==> src/rtl/id_stage.sv <==
// ---------------------------------------------------------------------------
// id_stage : instruction decode stage of a 5-stage MIPS-like pipeline.
//
// Holds the IF/ID pipeline register and the 32x32 register file. Everything
// presented to EX and to IF is combinational from the IF/ID register and the
// register file, so decode adds no latency beyond the IF/ID register.
//
// Flow control (single hold signal, no valid/ready pair on this boundary):
//   i_ID_ctrl_Stall=1 freezes the IF/ID register. In the same cycle a bubble
//   is shown to EX (Valid and every decoded control forced to 0) and no
//   redirect is raised. IF is frozen by the same signal outside this block,
//   so no fetched instruction is lost. When Stall drops, the held instruction
//   is presented again with fresh register reads.
//
// The branch delay slot is architectural: the instruction fetched after a
// taken branch or jump is never flushed here.
// ---------------------------------------------------------------------------
module id_stage #(
    parameter int          WB_BYPASS = 1,
    parameter logic [31:0] NOP_INSTR = 32'h0000_0000
) (
    input  logic        clk,
    input  logic        nrst,

    input  logic [31:0] i_ID_data_instruction,
    input  logic [31:0] i_ID_data_PCNext,
    input  logic        i_ID_ctrl_Stall,

    input  logic        i_ID_ctrl_WbEn,
    input  logic [4:0]  i_ID_data_WbAddr,
    input  logic [31:0] i_ID_data_WbData,

    output logic        o_IF_ctrl_PCSrc,
    output logic [31:0] o_IF_data_PCBranch,

    output logic [31:0] o_EX_data_RsData,
    output logic [31:0] o_EX_data_RtData,
    output logic [31:0] o_EX_data_Imm,
    output logic [4:0]  o_EX_data_Rs,
    output logic [4:0]  o_EX_data_Rt,
    output logic [4:0]  o_EX_data_Rd,

    output logic        o_EX_ctrl_Valid,
    output logic        o_EX_ctrl_RegWrite,
    output logic        o_EX_ctrl_MemRead,
    output logic        o_EX_ctrl_MemWrite,
    output logic        o_EX_ctrl_ALUSrc,
    output logic        o_EX_ctrl_RegDst,

    output logic [5:0]  o_EX_data_Funct,
    output logic [5:0]  o_EX_data_Opcode
);

    // Opcodes recognised by the decoder; anything else decodes to no controls.
    localparam logic [5:0] OP_RTYPE = 6'h00;
    localparam logic [5:0] OP_J     = 6'h02;
    localparam logic [5:0] OP_BEQ   = 6'h04;
    localparam logic [5:0] OP_BNE   = 6'h05;
    localparam logic [5:0] OP_ADDI  = 6'h08;
    localparam logic [5:0] OP_LW    = 6'h23;
    localparam logic [5:0] OP_SW    = 6'h2B;

    // IF/ID pipeline register
    logic [31:0] r_instr;
    logic [31:0] r_pc_next;
    logic        r_valid;

    // Register file; entry 0 is never written and never read back.
    logic [31:0] r_regs [32];

    // Instruction fields
    logic [5:0]  w_opcode;
    logic [4:0]  w_rs;
    logic [4:0]  w_rt;
    logic [4:0]  w_rd;
    logic [5:0]  w_funct;
    logic [31:0] w_imm;

    // Operand read path
    logic        w_wb_write;
    logic        w_byp_rs;
    logic        w_byp_rt;
    logic [31:0] w_rs_data;
    logic [31:0] w_rt_data;

    // Raw decode, before bubble gating
    logic        w_dec_regwrite;
    logic        w_dec_memread;
    logic        w_dec_memwrite;
    logic        w_dec_alusrc;
    logic        w_dec_regdst;
    logic        w_is_beq;
    logic        w_is_bne;
    logic        w_is_j;

    // Branch resolution
    logic        w_active;
    logic        w_operands_eq;
    logic        w_taken;
    logic [31:0] w_br_target;
    logic [31:0] w_j_target;

    // IF/ID register: load on every non-stalled edge, hold while stalled.
    always_ff @(posedge clk or negedge nrst) begin
        if (!nrst) begin
            r_instr   <= NOP_INSTR;
            r_pc_next <= 32'h0;
            r_valid   <= 1'b0;
        end else if (!i_ID_ctrl_Stall) begin
            r_instr   <= i_ID_data_instruction;
            r_pc_next <= i_ID_data_PCNext;
            r_valid   <= 1'b1;
        end
    end

    // Write-back port; writes to r0 are dropped. Stall does not block it.
    always_ff @(posedge clk or negedge nrst) begin
        if (!nrst) begin
            for (int i = 0; i < 32; i++) begin
                r_regs[i] <= 32'h0;
            end
        end else if (w_wb_write) begin
            r_regs[i_ID_data_WbAddr] <= i_ID_data_WbData;
        end
    end

    assign w_opcode = r_instr[31:26];
    assign w_rs     = r_instr[25:21];
    assign w_rt     = r_instr[20:16];
    assign w_rd     = r_instr[15:11];
    assign w_funct  = r_instr[5:0];
    assign w_imm    = {{16{r_instr[15]}}, r_instr[15:0]};

    assign w_wb_write = i_ID_ctrl_WbEn && (i_ID_data_WbAddr != 5'd0);
    assign w_byp_rs   = (WB_BYPASS != 0) && w_wb_write && (i_ID_data_WbAddr == w_rs);
    assign w_byp_rt   = (WB_BYPASS != 0) && w_wb_write && (i_ID_data_WbAddr == w_rt);

    // Operand read: r0 is hard zero, then same-cycle write-back forwarding.
    always_comb begin
        w_rs_data = r_regs[w_rs];
        w_rt_data = r_regs[w_rt];
        if (w_rs == 5'd0) begin
            w_rs_data = 32'h0;
        end else if (w_byp_rs) begin
            w_rs_data = i_ID_data_WbData;
        end
        if (w_rt == 5'd0) begin
            w_rt_data = 32'h0;
        end else if (w_byp_rt) begin
            w_rt_data = i_ID_data_WbData;
        end
    end

    // Opcode decode into raw control flags.
    always_comb begin
        w_dec_regwrite = 1'b0;
        w_dec_memread  = 1'b0;
        w_dec_memwrite = 1'b0;
        w_dec_alusrc   = 1'b0;
        w_dec_regdst   = 1'b0;
        w_is_beq       = 1'b0;
        w_is_bne       = 1'b0;
        w_is_j         = 1'b0;
        case (w_opcode)
            OP_RTYPE: begin
                w_dec_regwrite = 1'b1;
                w_dec_regdst   = 1'b1;
            end
            OP_ADDI: begin
                w_dec_regwrite = 1'b1;
                w_dec_alusrc   = 1'b1;
            end
            OP_LW: begin
                w_dec_regwrite = 1'b1;
                w_dec_memread  = 1'b1;
                w_dec_alusrc   = 1'b1;
            end
            OP_SW: begin
                w_dec_memwrite = 1'b1;
                w_dec_alusrc   = 1'b1;
            end
            OP_BEQ:  w_is_beq = 1'b1;
            OP_BNE:  w_is_bne = 1'b1;
            OP_J:    w_is_j   = 1'b1;
            default: begin
            end
        endcase
    end

    // A held or empty IF/ID register shows a bubble and never redirects.
    assign w_active      = r_valid && !i_ID_ctrl_Stall;
    assign w_operands_eq = (w_rs_data == w_rt_data);
    assign w_taken       = w_is_j || (w_is_beq && w_operands_eq) || (w_is_bne && !w_operands_eq);

    assign w_br_target = r_pc_next + {w_imm[29:0], 2'b00};
    assign w_j_target  = {r_pc_next[31:28], r_instr[25:0], 2'b00};

    assign o_IF_ctrl_PCSrc    = w_active && w_taken;
    assign o_IF_data_PCBranch = w_is_j ? w_j_target : w_br_target;

    assign o_EX_data_RsData = w_rs_data;
    assign o_EX_data_RtData = w_rt_data;
    assign o_EX_data_Imm    = w_imm;
    assign o_EX_data_Rs     = w_rs;
    assign o_EX_data_Rt     = w_rt;
    assign o_EX_data_Rd     = w_rd;
    assign o_EX_data_Funct  = w_funct;
    assign o_EX_data_Opcode = w_opcode;

    assign o_EX_ctrl_Valid    = w_active;
    assign o_EX_ctrl_RegWrite = w_active && w_dec_regwrite;
    assign o_EX_ctrl_MemRead  = w_active && w_dec_memread;
    assign o_EX_ctrl_MemWrite = w_active && w_dec_memwrite;
    assign o_EX_ctrl_ALUSrc   = w_active && w_dec_alusrc;
    assign o_EX_ctrl_RegDst   = w_active && w_dec_regdst;

endmodule

==> config.mk <==
export PLATFORM = sky130hd
export DESIGN_NAME = id_stage
export DESIGN_NICKNAME = d
export VERILOG_FILES = /design/src/rtl/id_stage.sv
export SDC_FILE = /design/constraint.sdc
export NUM_CORES = 2
export LEC_CHECK = 0
export CAP_MARGIN = 5
export CORE_MARGIN = 10
export CORE_UTILIZATION = 62
export DETAILED_ROUTE_END_ITERATION = 7
export DONT_BUFFER_PORTS = 1
export HOLD_SLACK_MARGIN = 0.1
export PLACE_DENSITY = 0.8
export SYNTH_ARGS = -nofsm -noshare
export SYNTH_HDL_FRONTEND = slang
export SYNTH_SLANG_ARGS = --single-unit
==> constraint.sdc <==
create_clock -name clk -period 5 [get_ports clk]
set_input_delay 0.5 -clock clk [delete_from_list [all_inputs] [get_ports clk]]
set_output_delay 0.5 -clock clk [all_outputs]
set_load 0.05 [all_outputs]
==> impl_metrics.toml <==
[yosys]
ys_seq_area_share_pct = 45.8
synth_compound_area_share_pct = 5.29
postSynthCellCount = 4208
yosys.area_share.simple_pct = 3.73
synth_edf_count = 0
syn_avg_cell_area_sq_um = 14.1
syn-cell-area_sq_mm = 0.0595
synthMuxAreaShare_pct = 40.0
ys_seq_elements = 1089
synth_top_cell_area_share_pct = 45.8
synth_area_leaders = "dfrtp_1, mux2_2, mux4_2"
synth_top_family_by_area = "multiplexers"
post-synth-top-area-cell = "dfrtp_1"
yosysMostFrequentCell = "dfrtp_1"
yosys_warnings = 0
ys.flop_type = "dfrtp_1"
synthAdderAreaFrac_pct = 0.644
synth_common_cells = "dfrtp_1, mux2_2, mux4_2"
ys_types = 72
async_flop_share_pct = 100
synthXorXnorAreaFrac_pct = 0.884
syn_nets = 4343

[clock_tree]
cts_sinks = 1089
clk_latency_ns = 0.73
clockBufferDepth = 3
cts_buffers = 115
clock-root-buffer = "clkbuf_16"
tritoncts = "done"
h-tree-depth = 3
clkSlewWorstSetupHoldPaths_ns = 0.06

[pwr]
p_total_uw = 29900
combPwrFrac_pct = 29.7
seqPwrFrac_pct = 39.7
switching_share_pct = 33.1
peakVddDrop_v = 0.000332
powerDensity_mw_per_mm2 = 441
p_leak_uw = 0.0291
power.switching_uw = 9890
p_int_uw = 20000
clkPwrFrac_pct = 30.5

[setup_path]
crit_required_ns = 4.50
cp-start-kind = "flop"
slowest_delay_ns = 0.70
path_cells = "nand3b_1 > buf_4 > o22ai_1 > or4_1 > o21ai_1 > xnor2_1 > nand4_1 > nor4_1 > mux2i_1 > nand3_1 > buf_6"
path_class = "flop to output port"
crit_family = "simple AND/OR/NAND/NOR gates"
path_buf_inv = 2
crit_slowest_cell = "dfrtp_2"
endpoint_kind = "output port"
cp_max_fo = 18
arrival_ns = 4.99

[final_layout]
final_area_sq_mm = 0.0678
drive_gt1_share_pct = 50.1
area_growth_syn_to_layout_pct = 14.0
layout.nets = 4421
final_cells = 5667

[floorplanning]
fp.dieH_um = 330
initial_core_util_pct = 62.5
core_area_sq_mm = 0.0952
die-area_sq_mm = 0.109
row_count = 113
io_pins = 267
fp.dieW_um = 330

[sta]
setup_violations = 1
slew_headroom_pct = -13.3
grt_setup_unrepaired = "yes"
fmax_ghz = 0.182
drv_slew = 301
worst_slack_ns = -0.489
fin_crit_ns = 5.49
finalCritPeriodShare_pct = 110
finalHoldViolations = 0
fin_worst_skew_ns = 0
tightest_slew_ns = 1.70

[routing]
viasPerCell = 7.69
firstDrtPassIters = 8
vias = 43600
drt_first_iter_violations = 6763
drcViolationCount = 0
ant_nets = 0
wirelength_mm = 209
wl_per_cell_um = 36.9

[worst_hold_path]
hold_class = "input pin to flop"

[placed_design]
place_inst = 5304
io_buffers = 0
dpl_cell_area_sq_mm = 0.0620
place.gp.congestion = 0.953
dp.final_hpwl_mm = 128

[grt]
grt.overflow.total = 0
grt_usage_pct = 37.9
antenna_found_initial = 22
grt_first_pass_wirelength_mm = 302
grt_max_degree = 1090
grt_pass1_vias = 43800

[outcome]
violations = "slew limit, setup timing"
status = "finished with violations"

[job]
cap_violations = 0
[cell usage in the layout, fill, tap and decap left out, drive strengths merged, types with 12 or more instances in the layout]
cell type       n
a221oi         14
nand3          38
mux2         1068
ha             29
clkinv         33
a22o           26
o22ai          85
dfrtp        1089
bufinv         16
inv            22
xnor2          37
buf           330
mux2i          85
nor3           41
nand2         106
a21o           13
xor2           23
a21oi          80
o21ai          74
nor3b          12
a22oi          59
clkbuf        151
mux4          485
diode          22
o211ai         12
nor4           20
dlygate4sd3    97
nor2          107
nor2b          19
[power by group through the flow]
stage	logic [uW]	registers [uW]	clock network (uW)
2_1_floorplan	6130	11400	0
4_1_cts	8490	11800	9120
5_1_grt	9210	12000	9490
3_3_place_gp	7920	11800	0
3_5_place_dp	8110	11900	0
6_report	8880	11900	9130
[state kept, by name, summed over array words and instances, names as in the netlist]
| signal | flops |
|---|---|
| r_pc_next | 32 |
| r_instr | 32 |
| r_valid | 1 |
| r_regs | 1024 |
[metal layers]
layer	track usage, %	up-vias	wire, um
met3	15.9	966	31800
met2	53.7	3720	89200
met1	48.1	22500	71900
met4	23.3	18	15700
met5	0.887	-	191
li1	-	16300	-
[per-stage QoR]
step | setup WS (ns) | TNS, ns | utilization, % | hold WS, ns
6_report | -0.489 | -0.489 | 71.2 | 0.147
5_1_grt | -0.494 | -0.494 | 71.2 | 0.176
4_1_cts | -0.210 | -0.210 | 71.0 | -0.446
3_5_place_dp | 0.114 | 0 | 65.2 | 0.319
3_3_place_gp | 0.115 | 0 | 65.2 | 0.331
2_1_floorplan | 0.00213 | 0 | - | 0.204
[cell type report]
class                   count  area [sq um]
clock inverters            60           815
repair buffers            430          4220
multi-input cells        2630         30600
flip-flops and latches   1089         27300
inverters                  20          76.3
clock buffers             151          3180
fillers                  5943         27400
well taps                1265          1580
diodes                     22          55.1
[timing repair]
action | 4_1_cts | 5_1_grt
resized for setup | 36 | 8
gates cloned | 4 | 0
endpoints found under the hold margin | 2131 | 204
buffers inserted | 23 | 0
hold buffers | 97 | 2
pin swaps | 9 | 0
setup endpoints to repair | 1 | 10
[cells by family (layout without fill, tap and decap cells)]
family                   after synthesis  count (layout)
AND/OR/NAND/NOR                      437             437
buffers and inverters                489             661
XOR/XNOR                              60              60
multiplexers                        1638            1638
adder cells (fa/ha/maj)               30              30
AO/OA/AOI/OAI                        465             465
flip-flops                          1089            1089
other                                  0              22
[path summary, 6_finish.rpt]
check                             endpoint  cells after the start       startpoint  slack [ns]
setup / recovery           o_IF_ctrl_PCSrc                     11      r_instr[25]       -0.49
hold / removal                     r_valid                      2  i_ID_ctrl_Stall        0.15
setup reg to reg               r_instr[23]                      2      r_instr[23]        3.49
hold reg to reg               r_regs[1004]                      0     r_regs[1004]        0.37
max in group asynchronous      r_instr[15]                      4             nrst        1.35
min in group asynchronous      r_regs[874]                      2             nrst        0.46
Note: power is estimated with default switching activity, not from simulation.
